File: src/rtl/input_conditioner.sv
// Board-pin front end: 2-FF synchronisers and debouncers for the five buttons
// and the DIP switch, press pulses and auto-repeat for the direction buttons.

module ic_debounce #(
    parameter int DEBOUNCE_CYCLES = 330000,
    parameter bit RST_VAL         = 1'b0
) (
    input  logic lcd_clk_33m,
    input  logic rst_n,
    input  logic raw,
    output logic level,
    output logic accept
);
    localparam int CW = $clog2(DEBOUNCE_CYCLES);
    localparam logic [CW-1:0] CNT_MAX = CW'(DEBOUNCE_CYCLES - 1);

    logic          s1, s2;
    logic [CW-1:0] cnt;

    // accept is high in the cycle whose closing edge flips level
    assign accept = (s2 != level) && (cnt == CNT_MAX);

    always_ff @(posedge lcd_clk_33m or negedge rst_n) begin
        if (!rst_n) begin
            s1    <= RST_VAL;
            s2    <= RST_VAL;
            level <= RST_VAL;
            cnt   <= '0;
        end else begin
            s1 <= raw;
            s2 <= s1;
            if (s2 == level) begin
                cnt <= '0;
            end else if (accept) begin
                level <= s2;
                cnt   <= '0;
            end else begin
                cnt <= cnt + 1'b1;
            end
        end
    end
endmodule

module ic_repeat #(
    parameter int REPEAT_DELAY = 16500000,
    parameter int REPEAT_RATE  = 3300000
) (
    input  logic lcd_clk_33m,
    input  logic rst_n,
    input  logic rise,
    input  logic fall,
    output logic pulse
);
    localparam int RMAX = (REPEAT_DELAY > REPEAT_RATE) ? REPEAT_DELAY : REPEAT_RATE;
    localparam int RW   = $clog2(RMAX + 1);
    localparam logic [RW-1:0] DLY_MAX  = RW'(REPEAT_DELAY - 1);
    localparam logic [RW-1:0] RATE_MAX = RW'(REPEAT_RATE - 1);

    typedef enum logic [1:0] {IDLE, DELAY, RATE} state_t;

    state_t        state, state_nxt;
    logic [RW-1:0] cnt, cnt_nxt;
    logic          pulse_nxt;

    always_ff @(posedge lcd_clk_33m or negedge rst_n) begin
        if (!rst_n) begin
            state <= IDLE;
            cnt   <= '0;
            pulse <= 1'b0;
        end else begin
            state <= state_nxt;
            cnt   <= cnt_nxt;
            pulse <= pulse_nxt;
        end
    end

    // A release overrides any repeat that would fall due on the same edge
    always_comb begin
        state_nxt = state;
        cnt_nxt   = cnt + 1'b1;
        pulse_nxt = 1'b0;
        if (fall) begin
            state_nxt = IDLE;
            cnt_nxt   = '0;
        end else begin
            case (state)
                IDLE: begin
                    cnt_nxt = '0;
                    if (rise) state_nxt = DELAY;
                end
                DELAY: begin
                    if (cnt == DLY_MAX) begin
                        state_nxt = RATE;
                        cnt_nxt   = '0;
                        pulse_nxt = 1'b1;
                    end
                end
                RATE: begin
                    if (cnt == RATE_MAX) begin
                        cnt_nxt   = '0;
                        pulse_nxt = 1'b1;
                    end
                end
                default: begin
                    state_nxt = IDLE;
                    cnt_nxt   = '0;
                end
            endcase
        end
    end
endmodule

module input_conditioner #(
    parameter int DEBOUNCE_CYCLES = 330000,
    parameter int REPEAT_DELAY    = 16500000,
    parameter int REPEAT_RATE     = 3300000,
    parameter bit REPEAT_EN       = 1'b1
) (
    input  logic       lcd_clk_33m,
    input  logic       rst_n,
    input  logic       btn_up_raw,
    input  logic       btn_down_raw,
    input  logic       btn_left_raw,
    input  logic       btn_right_raw,
    input  logic       btn_center_raw,
    input  logic [7:0] dip_sw_raw,
    output logic [4:0] btn_level,
    output logic [4:0] btn_pulse,
    output logic [7:0] dip_sw,
    output logic       dip_changed
);
    localparam int NUM_CH = 13;

    logic [NUM_CH-1:0] raw, level, accept;
    logic [4:0]        rise, press_q, rpt;
    logic [3:0]        fall;
    logic              dip_upd;

    // Channels 0..4 are buttons (idle 0), 5..12 are DIP bits (idle 1 = off)
    assign raw = {dip_sw_raw, btn_center_raw, btn_right_raw, btn_left_raw,
                  btn_down_raw, btn_up_raw};

    for (genvar i = 0; i < NUM_CH; i++) begin : g_ch
        ic_debounce #(
            .DEBOUNCE_CYCLES (DEBOUNCE_CYCLES),
            .RST_VAL         ((i >= 5) ? 1'b1 : 1'b0)
        ) u_deb (
            .lcd_clk_33m (lcd_clk_33m),
            .rst_n       (rst_n),
            .raw         (raw[i]),
            .level       (level[i]),
            .accept      (accept[i])
        );
    end

    assign rise = accept[4:0] & ~level[4:0];
    assign fall = accept[3:0] & level[3:0];

    for (genvar i = 0; i < 4; i++) begin : g_rpt
        if (REPEAT_EN) begin : g_on
            ic_repeat #(
                .REPEAT_DELAY (REPEAT_DELAY),
                .REPEAT_RATE  (REPEAT_RATE)
            ) u_rpt (
                .lcd_clk_33m (lcd_clk_33m),
                .rst_n       (rst_n),
                .rise        (rise[i]),
                .fall        (fall[i]),
                .pulse       (rpt[i])
            );
        end else begin : g_off
            assign rpt[i] = 1'b0;
        end
    end
    assign rpt[4] = 1'b0;

    always_ff @(posedge lcd_clk_33m or negedge rst_n) begin
        if (!rst_n) begin
            press_q     <= '0;
            dip_upd     <= 1'b0;
            dip_changed <= 1'b0;
        end else begin
            press_q     <= rise;
            dip_upd     <= |accept[12:5];
            dip_changed <= dip_upd;
        end
    end

    assign btn_level = level[4:0];
    assign btn_pulse = press_q | rpt;
    assign dip_sw    = level[12:5];
endmodule

File: config.mk
export PLATFORM = sky130hd
export DESIGN_NAME = input_conditioner
export DESIGN_NICKNAME = d
export VERILOG_FILES = /design/src/rtl/input_conditioner.sv
export SDC_FILE = /design/constraint.sdc
export NUM_CORES = 1
export LEC_CHECK = 0
export CORE_ASPECT_RATIO = 1.4
export CORE_UTILIZATION = 60
export DETAILED_ROUTE_END_ITERATION = 16
export GPL_ROUTABILITY_DRIVEN = 1
export HOLD_SLACK_MARGIN = 0.08
export PLACE_DENSITY = 0.77
export SYNTH_ARGS = -nofsm -noshare
export SYNTH_HDL_FRONTEND = slang
export SYNTH_SLANG_ARGS = --single-unit
File: constraint.sdc
create_clock -name lcd_clk_33m -period 2.7 [get_ports lcd_clk_33m]
set_input_delay 0.27 -clock lcd_clk_33m [delete_from_list [all_inputs] [get_ports lcd_clk_33m]]
set_output_delay 0.27 -clock lcd_clk_33m [all_outputs]
set_load 0.05 [all_outputs]
==> results.md <==
- Setup Buffers After CTS: 0
- GRT Total Usage: 0.222
- First-pass GRT wire length: approximately 62000 microns
- H-tree levels: 2
- Root buffer cell: clkbuf_16
- # port buffers: 33
- Final antenna-violating net count: 0
- Number of global-route vias before repair: 13900
- Endpoints failing setup: 0
- DR pass1 iterations: 5
- Global routing usage on met3: 0.0313
- Final Routed Wirelength: 35300 microns
- Post-synth top cells: nor2_1 (431), dfrtp_1 (377), xor2_1 (184), xnor2_1 (143), nand3_1 (136)
- Total core area: 31700 sq um
- Period utilization: 0.908
- Crit path capture type: register
- Critical path type: register to register
- Syn avg cell area: 9.91 sq um
- Share of synthesized registers carrying an async set or reset: 1.00
- GRT met1 Usage: 0.277
- Sink Count: around 400
- Nets: 2044
- R2R setup slack: 0.25 ns
- Die area: between 30000 and 40000 sq um
- Max Freq: 0.408 GHz
- Dominant cell type by area after synthesis: dfrtp_1
- Reg-to-Reg Start: g_ch[1].u_deb.cnt[12]$_DFF_PN0_
- Starting DRT DRC Count: 675
- Hold Crit Start: dip_sw_raw[4]
- EDFF count, synth: 0
- Hold Path Class: primary input to register
- Layout cell share with drive strength beyond 1: 0.0683
- Hold endpoint: g_ch[9].u_deb.s1$_DFF_PN1_
- Cell Area, Placed: 20200 sq um
- Synthesized area: 19400 sq um
- Placed insts: 2348
- Maximum fanout along the worst path: 24
- Row cnt: 77
- Most used routing layer: met2
- Status: completed
- Max cap viols: 0
- R2R Path End: g_rpt[1].g_on.u_rpt.cnt[19]$_DFF_PN0_
- Antenna diodes: 0
- Tmin final: roughly 2.5 ns
- Layout area overhead: 10.3%
- Finished Layout Cells: 2416
- Max VDD drop: 0.000626 V
- Final hold vios: 0
- Vias per cell: 5.65
- Die width: 154 microns
- Cell count after synthesis: a little under 2000
- Clock insertion delay at the later pin of the skew report: 0.54 ns
- Number of cells on the worst reg-to-reg path: 5
- Worst EP required: 3.08 ns
- Syn. warnings: 0
- Initial core utilization: 0.613
- CTS tree: yes
- Max-slew headroom: 0.377
- Met2 Usage GRT: 0.395
- Hold Path Cell Cnt: 1
- Fin Hold WS: 0.131 ns
- RSZ-0062 raised after global routing: no
- Hpwl dp: 23400 microns
- GR Overflow Total: 0
- Most frequently used flop master after synthesis: dfrtp_1
- IO Pins: 34
- DR WL/cell: 14.6 microns
- Initial antenna violation count: 0
- DRC: 0
- Synth top area share: 0.485
- Largest net degree at the start of global routing: 83
- TNS Setup: 0 ns
- Die span in y: 215 microns
- Register bit total from synthesis: 401
- Synthesized Nets: between 2000 and 2500
- Total number of vias: 13600
- CTS buffer count: 40
- Most common cell in the netlist: nor2_1
- Max-slew violations: 0
- Measured slew at the worst slew-check pin: 0.926 ns
- Crit start category: register
- Worst Path Arrival: 2.83 ns
- Clk_skew: 0.0189 ns
- Seq/Total Area, Yosys: 0.518
- Top area cells in the synthesized netlist: dfrtp_1 (49%), nor2_1 (8.3%), xor2_1 (8.3%), xnor2_1 (6.4%), nand3_1 (3.5%)
- Leakage: 8.94 nW
- Yosys cell types: 62
- Fin area: roughly 21000 sq um
- Maximum root-to-sink buffer count: 3
- GP Congestion: between 0.8 and 0.9
- PD cells: 552 nW/um^2
- Worst-path clk slew: 0.06 ns
-- state kept, by name, summed over array words and instances, names as in the netlist --
signal / cells
g_rpt.g_on.u_rpt.cnt: 96
g_ch.u_deb.cnt: 247
g_ch.u_deb.s1: 13
dip_changed: 1
g_rpt.g_on.u_rpt.pulse: 4
press_q: 5
dip_upd: 1
g_ch.u_deb.level: 13
g_rpt.g_on.u_rpt.state: 8
g_ch.u_deb.s2: 13
-- per-stage QoR --
stage	setup slack [ns]	util	power, mW
detailed placement	0.0827	0.636	6.57
finish	0.250	0.677	11.8
global route	0.0282	0.677	12.3
CTS	0.0683	0.677	12.0
floorplan	0.472	-	6.38
global placement	0.161	0.636	6.56
-- critical path, cell delays in order, from the launching register on --
cell and delay (ns):
dfrtp_1 0.42, or4b_2 0.68, nor4b_1 0.41, nand3_1 0.30
o211ai_4 0.36, nor2_1 0.14
-- power by group --
part           internal [mW]  leakage [nW]  switching (mW)
sequential              6.09          5.46          0.0552
combinational         0.0942          2.85           0.220
clock                   3.16         0.623            2.22
-- worst max path at each step --
stage | startpoint | to | cells after the start
3_3_place_gp | g_rpt[1].g_on.u_rpt.cnt[18]$_DFF_PN0_ | g_rpt[1].g_on.u_rpt.cnt[14]$_DFF_PN0_ | 5
2_1_floorplan | g_ch[2].u_deb.cnt[7]$_DFF_PN0_ | g_ch[2].u_deb.cnt[11]$_DFF_PN0_ | 7
5_1_grt | g_ch[1].u_deb.cnt[12]$_DFF_PN0_ | g_rpt[1].g_on.u_rpt.cnt[17]$_DFF_PN0_ | 5
6_report | g_ch[1].u_deb.cnt[12]$_DFF_PN0_ | g_rpt[1].g_on.u_rpt.cnt[19]$_DFF_PN0_ | 5
3_5_place_dp | g_rpt[1].g_on.u_rpt.cnt[18]$_DFF_PN0_ | g_rpt[1].g_on.u_rpt.cnt[13]$_DFF_PN0_ | 5
4_1_cts | g_rpt[1].g_on.u_rpt.cnt[0]$_DFF_PN0_ | g_rpt[1].g_on.u_rpt.cnt[19]$_DFF_PN0_ | 6
-- final cells by class --
class / instances / area (sq um)
timing repair buffer: 59 / 596
tap: 395 / 494
sequential: 401 / 10100
clock buffer: 58 / 1160
clock inverter: 9 / 98.8
inverter: 68 / 255
multi-input combinational: 1426 / 8780
fill: 2363 / 10200
-- logic make-up after synthesis --
kind of cell             Yosys count  synth area share
adder cells (fa/ha/maj)           33            0.0212
flip-flops                       401             0.518
AND/OR/NAND/NOR                 1019             0.263
multiplexers                      10           0.00573
buffers and inverters            134            0.0309
AO/OA/AOI/OAI                     37            0.0140
XOR/XNOR                         327             0.147
-- placed cells by master, fill, tap and decap left out, types with 37 or more instances in the layout --
cell,instances
xnor2_1,143
nand3_1,136
and3_1,42
xor2_1,184
nor3_1,37
nand2_1,100
inv_1,68
dfrtp_1,377
nand4_1,93
nor2_1,431
clkbuf_16,41
-- what timing repair did --
| item | in CTS | in global routing |
|---|---|---|
| endpoints found under the hold margin | 62 | 0 |
| hold buffers | 1 | 0 |
| gates resized for setup | 0 | 1 |
| endpoints found under the setup margin | 0 | 23 |
-- metal layers --
metal | routed length, microns | vias to the layer above
met5 | 0 | -
met4 | 799 | 0
met3 | 1080 | 64
met2 | 18200 | 175
met1 | 15200 | 6719
li1 | - | 6685
Power figures use the tool's default switching activity.
